**src/rtl/instr_fetch_unit_pkg.sv**
```systemverilog
// Shared definitions for the instruction fetch unit and its neighbours
// (control unit, ALU): default widths, FSM state type and the NOP opcode.
package instr_fetch_unit_pkg;

    localparam int unsigned ADDR_W_DEF  = 8;
    localparam int unsigned INSTR_W_DEF = 8;

    localparam logic [7:0] NOP_OPCODE = 8'h00;

    typedef enum logic {
        IDLE = 1'b0,
        REQ  = 1'b1
    } fetch_state_e;

endpackage

```
**src/rtl/fetch_pc_reg.sv**
```systemverilog
// Program counter register: jump load has priority over increment,
// increment wraps modulo 2^ADDR_W.
module fetch_pc_reg #(
    parameter int unsigned ADDR_W   = 8,
    parameter int unsigned RESET_PC = 0
) (
    input  logic              clk_i,
    input  logic              rst_i,
    input  logic              jump_en_i,
    input  logic [ADDR_W-1:0] jump_addr_i,
    input  logic              pc_load_i,
    output logic [ADDR_W-1:0] pc_o
);

    logic [ADDR_W-1:0] pc_d;
    logic [ADDR_W-1:0] pc_q;

    always_comb begin
        pc_d = pc_q;
        if (jump_en_i) begin
            pc_d = jump_addr_i;
        end else if (pc_load_i) begin
            pc_d = pc_q + ADDR_W'(1);
        end
    end

    always_ff @(posedge clk_i or posedge rst_i) begin
        if (rst_i) begin
            pc_q <= ADDR_W'(RESET_PC);
        end else begin
            pc_q <= pc_d;
        end
    end

    assign pc_o = pc_q;

endmodule

```
**src/rtl/instr_fetch_unit.sv**
```systemverilog
// Instruction fetch unit: fetches one opcode per ir_load over a req/ack
// handshake, aborting with a NOP and an error pulse when memory stalls.
module instr_fetch_unit
    import instr_fetch_unit_pkg::*;
#(
    parameter int unsigned ADDR_W      = ADDR_W_DEF,
    parameter int unsigned INSTR_W     = INSTR_W_DEF,
    parameter int unsigned RESET_PC    = 0,
    parameter int unsigned ACK_TIMEOUT = 15
) (
    input  logic               clock_i,
    input  logic               reset_i,
    input  logic               ir_load_i,
    input  logic               pc_load_i,
    input  logic               jump_en_i,
    input  logic [ADDR_W-1:0]  jump_addr_i,
    output logic               mem_req_o,
    output logic [ADDR_W-1:0]  mem_addr_o,
    input  logic [INSTR_W-1:0] mem_rdata_i,
    input  logic               mem_ack_i,
    output logic [INSTR_W-1:0] ir_o,
    output logic               ir_valid_o,
    output logic [ADDR_W-1:0]  pc_o,
    output logic               busy_o,
    output logic               fetch_err_o
);

    localparam int unsigned CNT_W = $clog2(ACK_TIMEOUT + 1);

    fetch_state_e       state_d,      state_q;
    logic [ADDR_W-1:0]  fetch_addr_d, fetch_addr_q;
    logic [CNT_W-1:0]   cnt_d,        cnt_q;
    logic [INSTR_W-1:0] ir_d,         ir_q;
    logic               ir_valid_d,   ir_valid_q;
    logic               mem_req_d,    mem_req_q;
    logic               busy_d,       busy_q;
    logic               fetch_err_d,  fetch_err_q;
    logic [ADDR_W-1:0]  pc;

    fetch_pc_reg #(
        .ADDR_W   (ADDR_W),
        .RESET_PC (RESET_PC)
    ) u_pc_reg (
        .clk_i       (clock_i),
        .rst_i       (reset_i),
        .jump_en_i   (jump_en_i),
        .jump_addr_i (jump_addr_i),
        .pc_load_i   (pc_load_i),
        .pc_o        (pc)
    );

    // Next-state and registered-output logic; ack beats a same-cycle timeout.
    always_comb begin
        state_d      = state_q;
        fetch_addr_d = fetch_addr_q;
        cnt_d        = cnt_q;
        ir_d         = ir_q;
        ir_valid_d   = ir_valid_q;
        mem_req_d    = mem_req_q;
        busy_d       = busy_q;
        fetch_err_d  = 1'b0;

        case (state_q)
            IDLE: begin
                if (ir_load_i) begin
                    fetch_addr_d = pc;
                    mem_req_d    = 1'b1;
                    busy_d       = 1'b1;
                    ir_valid_d   = 1'b0;
                    cnt_d        = '0;
                    state_d      = REQ;
                end
            end
            REQ: begin
                if (mem_ack_i) begin
                    ir_d       = mem_rdata_i;
                    ir_valid_d = 1'b1;
                    mem_req_d  = 1'b0;
                    busy_d     = 1'b0;
                    state_d    = IDLE;
                end else if (cnt_q == CNT_W'(ACK_TIMEOUT - 1)) begin
                    ir_d        = INSTR_W'(NOP_OPCODE);
                    ir_valid_d  = 1'b1;
                    fetch_err_d = 1'b1;
                    mem_req_d   = 1'b0;
                    busy_d      = 1'b0;
                    state_d     = IDLE;
                end else begin
                    cnt_d = cnt_q + CNT_W'(1);
                end
            end
            default: begin
                state_d = IDLE;
            end
        endcase
    end

    always_ff @(posedge clock_i or posedge reset_i) begin
        if (reset_i) begin
            state_q      <= IDLE;
            fetch_addr_q <= '0;
            cnt_q        <= '0;
            ir_q         <= '0;
            ir_valid_q   <= 1'b0;
            mem_req_q    <= 1'b0;
            busy_q       <= 1'b0;
            fetch_err_q  <= 1'b0;
        end else begin
            state_q      <= state_d;
            fetch_addr_q <= fetch_addr_d;
            cnt_q        <= cnt_d;
            ir_q         <= ir_d;
            ir_valid_q   <= ir_valid_d;
            mem_req_q    <= mem_req_d;
            busy_q       <= busy_d;
            fetch_err_q  <= fetch_err_d;
        end
    end

    assign mem_req_o   = mem_req_q;
    assign mem_addr_o  = fetch_addr_q;
    assign ir_o        = ir_q;
    assign ir_valid_o  = ir_valid_q;
    assign pc_o        = pc;
    assign busy_o      = busy_q;
    assign fetch_err_o = fetch_err_q;

endmodule

```
**config.mk**
```make
export PLATFORM = sky130hd
export DESIGN_NAME = instr_fetch_unit
export DESIGN_NICKNAME = d
export VERILOG_FILES = /design/src/rtl/instr_fetch_unit_pkg.sv /design/src/rtl/fetch_pc_reg.sv /design/src/rtl/instr_fetch_unit.sv
export SDC_FILE = /design/constraint.sdc
export NUM_CORES = 1
export LEC_CHECK = 0
export CORE_UTILIZATION = 25
export DETAILED_ROUTE_END_ITERATION = 12
export GPL_TIMING_DRIVEN = 0
export PLACE_DENSITY = 0.55
export SLEW_MARGIN = 20
export SYNTH_ARGS = -nofsm -noshare
export SYNTH_HDL_FRONTEND = slang
export SYNTH_SLANG_ARGS = --single-unit
```
**constraint.sdc**
```tcl
create_clock -name clock_i -period 2.1 [get_ports clock_i]
set_input_delay 0.21 -clock clock_i [delete_from_list [all_inputs] [get_ports clock_i]]
set_output_delay 0.21 -clock clock_i [all_outputs]
set_load 0.01 [all_outputs]
```
==> metrics.csv <==
stage;metric;value;unit
outcome;status;completed;
cts;CTS tree;yes;
floorplan;IO Count;50;
detailed_routing;drt via density;4.55;
pwr;combinational power share;28.3;%
logic_synthesis;Post-Syn Instances;139;
worst_setup_path;delay-heaviest family, CP;buffers and inverters;
timing;Achievable Freq;634;MHz
floorplan;Initial Util;26.8;%
pwr;switching pwr;0.526;mW
cts;latest clock arrival within the worst-skew pair;0.28;ns
finish;Nets;218;
pwr;Pint;1.25;mW
detailed_routing;final wirelength;3.34;mm
worst_setup_path;Worst Path Arrival;1.37;ns
hold_path;worst hold path type;input pin to register;
worst_setup_path;crit path buf inv count;1;
floorplan;die width;77.1;um
finish;# diodes;0;
cts;total CTS buffers;5;
placement;placed cells;256;
placement;port bufs;47;
worst_setup_path;crit path cell chain;clkdlybuf4s50_1;
cts;clock tree buffer depth;2;
logic_synthesis;Cell variety after synth;28;
timing;RSZ-0062 raised after global routing;false;
logic_synthesis;Net Count, Synth;164;
finish;area added between synthesis and finish;45.3;%
finish;layout cell share with drive strength beyond 1;6.74;%
logic_synthesis;Ys Warns;0;
global_route;largest net degree at the start of global routing;33;
timing;min Tclk post-route;1.58;ns
logic_synthesis;largest area contributor in the netlist;dfrtp_1;
global_route;global-route wire length before repair;5.78;mm
cts;Post-CTS Setup Bufs;0;
detailed_routing;post-route ant nets;0;
detailed_routing;drc violations;0;
worst_setup_path;Startpoint Class;register;
worst_setup_path;Crit Path Class;register to output port;
detailed_routing;DR iter-0 viols;50;
timing;Sum Neg Setup Slack;0;ns
cts;H-tree levels;2;
logic_synthesis;predominant post-synthesis flop cell;dfrtp_1;
timing;Fin. Hold Viols;0;
logic_synthesis;register area share after synthesis;56.8;%
placement;final estimated routing congestion in global placement;0.808;
floorplan;Die ar.;5940;um2
worst_setup_path;Crit. Startpoint;u_pc_reg.pc_o[2];
detailed_routing;routed len/inst;12.7;um
pwr;Leak;0.903;nW
timing;Clock Skews;0.00447;ns
logic_synthesis;Post-synth EDFFs;0;
worst_setup_path;WP data required;1.89;ns
cts;clk sinks;32;
detailed_routing;DR pass1 iterations;4;
logic_synthesis;count leader, synth;nand2_1;
logic_synthesis;syn avg cell area;10.1;um2
global_route;initial antenna violation count;0;
pwr;PD cells;866;nW/um2
detailed_routing;vias;1196;
placement;Detailed Place HPWL;2.33;mm
timing;final period utilization;75.1;%
worst_setup_path;R2R Setup Slk;0.65;ns
logic_synthesis;asr flop ratio synth;100;%
timing;worst rel slew slack;54.6;%
floorplan;die height;77.1;um
global_route;Congestion Overflow GR;0;
logic_synthesis;synthesized area;1410;um2
logic_synthesis;area fraction of the dominant cell type after synthesis;56.8;%
timing;final setup fails;0;
logic_synthesis;Area contributors post-synth;dfrtp_1, nand2_1, a22o_1, nand3_1, o21ai_0;
flow_run;Max Cap Viol;0;
pwr;Sw Share;29.7;%
pwr;Worst IR Drop VDD;0.311;mV
worst_setup_path;RR Startpoint;cnt_q[0];
cts;CTS hold repair buffers;0;
timing;Worst Tran Pin Value;0.680;ns
worst_setup_path;reg2reg path depth;5;
logic_synthesis;FF+latch count, synth;32;
global_route;vias in the first global route;1177;
worst_setup_path;Critical R2R Capture;ir_o[0];
cts;CTS root buffer;clkbuf_8;
cts;Post-CTS Resized;0;
pwr;Clk pwr share;25.1;%
worst_setup_path;Critical Path Sink Type;output port;
logic_synthesis;commonest cells in the netlist;nand2_1, dfrtp_1, nand3_1;
floorplan;num rows;26;
worst_setup_path;Setup crit end;pc_o[2];
finish;Final Non-Filler Cells;263;
worst_setup_path;CP max stage delay;0.59;ns
worst_setup_path;Worst path slowest cell;clkdlybuf4s50_1;
worst_setup_path;worst-path maximum fanout;7;
floorplan;core area;5270;um2
pwr;power consumption;1.77;mW
timing;Final Max Slew Viols;0;
cts;CTS clk-pin slew, worst paths;0.07;ns
finish;number of fill cells;545;
global_route;Total GRT Usage;12.5;%
worst_setup_path;CP Depth;1;
pwr;Sequential Power Share;46.6;%
==> kinds of logic (layout without fill, tap and decap cells) <==
group | after synthesis | after routing | share of synthesized area, %
AOI/OAI and AO/OA | 24 | 24 | 11.6
xor gates and xnor gates | 4 | 4 | 2.48
adders and majority gates | 3 | 3 | 2.66
buffers and inverters | 10 | 64 | 3.28
DFF | 32 | 32 | 56.8
muxes | 2 | 2 | 1.42
and+or+nand+nor | 64 | 64 | 21.7
==> metrics by stage <==
stage | area, um2 | util, % | worst slack (ns) | hold slack, ns
2_1_floorplan | 1410 | - | 0.758 | 0.326
3_3_place_gp | 1970 | 37.3 | 0.370 | 0.461
3_5_place_dp | 1970 | 37.3 | 0.555 | 0.465
4_1_cts | 2050 | 38.9 | 0.496 | 0.277
5_1_grt | 2050 | 38.9 | 0.451 | 0.288
6_report | 2050 | 38.9 | 0.524 | 0.286
==> cells in the final DEF (no fill, tap or decap), types with 3 or more instances in the layout <==
master / instances
ha_1: 3
clkbuf_8: 5
nand2_1: 35
nand3_1: 9
or4_1: 3
nand4_1: 4
xor2_1: 3
o21ai_0: 8
clkbuf_1: 4
a22o_1: 8
clkdlybuf4s50_1: 47
dfrtp_1: 32
nor2b_1: 5
==> layout make-up <==
cell class                 count  area (um2)  share of cell area, %
clock inverter                 2        12.5                  0.610
buffer                         7        35.0                   1.71
clock buffer                   5        68.8                   3.36
tap                           70        87.6                   4.27
inverter                       3        11.3                  0.549
timing repair buffer          47         470                   23.0
multi-input combinational     97         563                   27.5
sequential                    32         801                   39.1
==> worst min-delay path by stage <==
stage                              from               end  slack, ns  cells after the start
final                         pc_load_i  u_pc_reg.pc_o[0]       0.29                      3
after global routing          pc_load_i  u_pc_reg.pc_o[0]       0.29                      3
after CTS                     pc_load_i  u_pc_reg.pc_o[0]       0.28                      3
after detailed placement  mem_addr_o[6]     mem_addr_o[6]       0.47                      2
after global placement    mem_addr_o[2]     mem_addr_o[2]       0.46                      2
after floorplan                 reset_i            busy_o       0.33                      1
==> power groups by stage <==
stage	clock network, mW	registers, mW	logic, mW
CTS	0.472	0.828	0.511
finish	0.445	0.827	0.502
floorplan	0	0.868	0.179
detailed placement	0	0.838	0.507
global route	0.499	0.849	0.559
global placement	0	0.834	0.507
==> flip-flops by register name (all words and copies together), names as in the netlist <==
name	count
ir_o	8
mem_addr_o	8
u_pc_reg.pc_o	8
cnt_q	4
busy_o	1
fetch_err_o	1
ir_valid_o	1
state_q	1
==> layer usage <==
layer	track usage (%)	vias to the layer above	share of wire, %
met5	0	-	0
met4	4.53	0	0.57
met3	5.00	2	8.0
met2	17.6	50	40
met1	17.2	555	51
li1	-	589	-
(Power assumes the default switching activity.)
==> patch 1, RTL diff (same settings) <==
The package constant `ADDR_W_DEF` goes from 8 to 9.
--- a/src/rtl/instr_fetch_unit_pkg.sv
+++ b/src/rtl/instr_fetch_unit_pkg.sv
@@ -4,3 +4,3 @@
 
-    localparam int unsigned ADDR_W_DEF  = 8;
+    localparam int unsigned ADDR_W_DEF  = 9;
     localparam int unsigned INSTR_W_DEF = 8;
Ports: changed (resized jump_addr_i, mem_addr_o and pc_o); port bits go from 50 to 53. No check against the original RTL was run, so the function may have changed too.
==> patch 1 against the original RTL <==
  * Setup slack worse by 0.0073 ns
  * Area after synthesis up 5.9%
  * Total power increased by 6.6%
  * Design area rose by 6.6%
  * Combinational power up 4.6%
  * Wire length up 9.7%
  * Sequential cell count up 2
  * Sequential power is 5.2% higher
  * Critical path type unchanged
  * Largest cell class unchanged
  * Highest routed layer unchanged
==> patch 1: results (changes against the original RTL) <==
The flow ran to the end, and the final reports show no timing, DRC or antenna violations. The slew at the pin with the worst max-slew slack was 0.721 ns (+0.0408 ns). The number of storage elements in the synthesis netlist is 34 (+6.3%), and the routed wire length per instance is 13.2 um (+3.5%).

The arithmetic-cell share of the synthesized area counting full adders, half adders and majority gates was 2.51% (-0.15 points); the fraction of area in multi-input gates was 27.4% (-0.096 points). The final-layout clock-cell area share was 4.18% (+0.21 points); the aggregate global-route resource usage was 12.9% (+0.38 points). The final cell count without fillers was 279 (+6.1%). The iteration-0 DRC count of the detailed router is 44 (-12%).

The detailed-routing wirelength on met1 came out at 1710 um (-0.70%). The peak supply drop is 0.317 mV (+1.9%), and the ratio of cells with drive above 1 in the final layout is 6.28% (-0.46 points). For the clock tree buffer count of the final layout, the log shows 7 (+2). The non-clock buffer total of the final layout works out to 58 (+7.4%). For the number of library cell types mapped by synthesis, the log shows 29 (+3.6%). The fraction of the mapped netlist area in compound gates was 11.7% (+0.11 points). The post-synthesis area per instance was 10.1 sq um (-0.58%); the final RePlAce weighted congestion was 0.775 (-4.0%). After synthesis, the cell types taking the most area are dfrtp_1 (57%), nand2_1 (9.8%), a22o_1 (4.7%).

The leakage power total is 0.968 nW (+7.2%), and the number of port buffers is 51 (+8.5%). The ratio of routed vias to standard cells was 4.60 (+1.1%). The met2 layer wire length in the routed design is 1640 um (+23%), and the fraction of met1 tracks used by global routing is 16.4% (-0.81 points). The XOR/XNOR share of the synthesized area was 2.35% (-0.14 points); the number of nets in the synthesized netlist was 174 (+6.1%). The power density normalized to cell area was 866 nW/um^2 (about the same).

For the met3 capacity usage during global routing, the log shows 4.48% (-0.52 points). The placed cell area is 2090 sq um (+6.4%).
==> patch 1: where the power goes <==
group,switching [mW],internal (mW)
Clock,0.232,0.264
Combinational,0.219,0.307
Sequential,0.0958,0.774
==> patch 1: cell families (layout without fill, tap and decap cells) <==
kind of cell    Yosys count  in the layout
simple gates             69             69
flops                    34             34
compound gates           26             26
buf+inv                  10             69
xor+xnor                  4              4
fa+ha+maj                 3              3
mux                       2              2
==> patch 1: path summary, 6_finish.rpt <==
path | from | end | slack, ns | cells past startpoint
max | u_pc_reg.pc_o[2] | pc_o[2] | 0.52 | 1
min | pc_load_i | u_pc_reg.pc_o[0] | 0.32 | 3
max reg2reg | cnt_q[0] | ir_o[5] | 0.52 | 5
min reg2reg | mem_addr_o[1] | mem_addr_o[1] | 0.48 | 2
max in group asynchronous | reset_i | ir_o[5] | 1.27 | 2
min in group asynchronous | reset_i | mem_addr_o[7] | 0.36 | 2
==> patch 2, RTL diff (config.mk and constraints unchanged) <==
Without the edit above. Put one more register stage on the output `fetch_err_o`. The value now appears one clock later. The other outputs are not delayed to match.
--- a/src/rtl/instr_fetch_unit.sv
+++ b/src/rtl/instr_fetch_unit.sv
@@ -125,3 +125,5 @@
     assign busy_o      = busy_q;
-    assign fetch_err_o = fetch_err_q;
+    always_ff @(posedge clock_i) begin
+        fetch_err_o <= fetch_err_q;
+    end
 
Function: no difference found for any inputs over 10 cycles, from zero or initial values and one cycle with reset_i high; that may be too few to reach the edited logic, so the function may still have changed.
==> patch 2 against the original RTL <==
  * Sequential cell count increased by 1
  * Design area increased by 2.1%
  * Hold slack got worse by 0.015 ns
  * Setup slack got worse by 0.0067 ns
  * Utilization decreased by 0.90 points
  * Synthesized cell count increased by 0.72%
  * Wire length decreased by 0.57%
  * Sequential power increased by 2%
  * Largest cell class unchanged
  * Area after synthesis increased by 1.4%
  * Clock power increased by 18%
  * Critical path type unchanged
  * Sequential share of layout area increased by 0.16 points
  * Total power increased by 5.3%
  * Maximum frequency decreased by 0.42%
  * Highest routed layer unchanged
  * Count of clock-buffer cells in the layout increased by 2
==> patch 2: results (changes against the original RTL) <==
The count of fill cells added during filler insertion was 561 (+2.9%); the number of port buffers was 47 (unchanged). The path depth of the worst reg2reg path was 5 (unchanged); the ratio of routed vias to standard cells was 4.51 (-0.76%). The run gives 2 (unchanged) as the maximum level of the CTS H-tree. The top fanout value on the critical path is 7 (unchanged), and the final net count is 219 (+0.46%). The number of warning messages in the yosys log was 0 (unchanged). The tools report the launch point of the worst reg-to-reg path as cnt_q[0]. The logs give 0.323 mV (+3.9%) for the peak supply drop and 0.925 nW (+2.5%) for the leakage power total. For the number of library cell types mapped by synthesis, the log shows 29 (+3.6%). Ranked by total cell area, the synthesized netlist is headed by dfrtp_1 (56%), nand2_1 (9.2%), a22o_1 (4.9%). For the global-route wire length before repair, the log shows 5510 um (-4.7%).

The delay contributed by the slowest stage of the critical path was 0.60 ns; the number of antenna violations at the first check in global routing was 0 (unchanged). For the antenna diode instance count, the log shows 0 (unchanged). The HPWL after detailed placement was 2260 um (-3.2%). In this run the worst setup path begins at u_pc_reg.pc_o[2]. The aggregate global-route resource usage is 12.0% (-0.55 points), and the routed wire length per instance is 12.5 um (-2.1%). The number of global-route vias before repair is 1177 (unchanged). Grouping stages by cell kind, the critical path spends the most delay in buffers and inverters. The register clock-pin slew on the reported worst setup and hold paths is 0.07 ns (about the same), and the number of nets in the synthesized netlist is 165 (+0.61%). The tools report the number of detailed-route iterations in the first pass as 4 (unchanged).

The pin count of the biggest net entering global routing was 33 (unchanged). For the post-cts gate resize count, the log shows 0 (unchanged). The tightest min-delay check is of the in -> reg type. The number of buffers created by CTS was 5 (unchanged). The final RePlAce weighted congestion came out at 0.801 (-0.80%).

The critical-path cell with the highest stage delay was clkdlybuf4s50_1. The flow ran to the end, and the final reports show no timing, DRC or antenna violations. For the register-to-register setup slack, the log shows 0.63 ns (-0.02 ns). Ratio of cells with drive above 1 in the final layout: 7.18% (+0.44 points). The capture endpoint of the worst hold path was u_pc_reg.pc_o[0]. Buffer cell driving the clock tree root: clkbuf_8. The most used flip-flop cell after synthesis is dfrtp_1.

The async set or reset register ratio after synthesis is 97.0% (-3.0 points), and the remaining max-slew budget at the tightest pin is 54.6% (about the same). The run gives 0 (unchanged) as the buffer count from post-CTS setup fixing. The data arrival time at the worst-slack endpoint was 1.37 ns (about the same). The iteration-0 DRC count of the detailed router was 28 (-44%). After synthesis, the most frequently instantiated cells are nand2_1 (35), dfrtp_1 (32), nand3_1 (9).

The worst hold path begins at pc_load_i. The buffer depth of the longest clock path was 2 (unchanged); the clock latency of the later-clocked register in the worst-skew pair was 0.28 ns (about the same). The endpoint of the worst-slack reg-to-reg timing path is ir_o[7]. The final setup skew is 0.00319 ns (-0.00129 ns), and the share of the yosys chip area belonging to registers is 57.4% (+0.60 points).

The worst hold path cell count is 3 (unchanged).
## patch 2: cell count changes in the layout (fill, tap and decap cells not counted)
cell and change:
clkbuf_8 +2, clkinvlp_4 -1, dfxtp_1 +1
## patch 2: cell families after synthesis
family | Yosys count | share of synthesized area (%)
AOI/OAI and AO/OA | 24 | 11.5
muxes | 2 | 1.40
and+or+nand+nor | 64 | 21.4
adders and majority gates | 3 | 2.62
DFF | 33 | 57.4
xor gates and xnor gates | 4 | 2.45
buffers and inverters | 10 | 3.24
## patch 2: through the flow
step	cell area [sq um]	hold slack, ns	cells	setup slack, ns
6_report	2090	0.271	267	0.517
5_1_grt	2090	0.305	267	0.453
4_1_cts	2090	0.263	267	0.508
3_5_place_dp	1990	0.329	259	0.548
3_3_place_gp	1990	0.326	259	0.356
2_1_floorplan	1430	0.324	140	0.758
## patch 2: per-layer routing
metal	vias to the layer above	part of all wire [%]	GRT usage [%]
met1	558	49	15.3
li1	593	-	-
met4	0	1.7	5.66
met2	46	43	18.2
met3	8	6.6	3.88
met5	-	0	0
## patch 2: final cells by class
type                            instances  area share, %
Sequential cell                        33           39.2
Multi-Input combinational cell         97           26.9
Timing Repair Buffer                   47           22.5
Clock buffer                            7           4.61
Tap cell                               72           4.31
Buffer                                  7           1.67
Inverter                                3          0.538
Clock inverter                          1          0.239
## patch 2: power breakdown
group / total, mW / internal [mW] / leakage (nW) / switching (mW)
registers: 0.843 / 0.750 / 0.408 / 0.0937
logic: 0.503 / 0.294 / 0.463 / 0.209
clock network: 0.523 / 0.296 / 0.0542 / 0.227
total: 1.87 / 1.34 / 0.925 / 0.529
## patch 2: worst max path at each step
| stage | end | cells past startpoint |
|---|---|---|
| after CTS | pc_o[0] | 1 |
| after detailed placement | mem_addr_o[4] | 5 |
| after global routing | pc_o[0] | 1 |
| after floorplan | u_pc_reg.pc_o[6] | 4 |
| final | pc_o[2] | 1 |
| after global placement | mem_addr_o[0] | 2 |
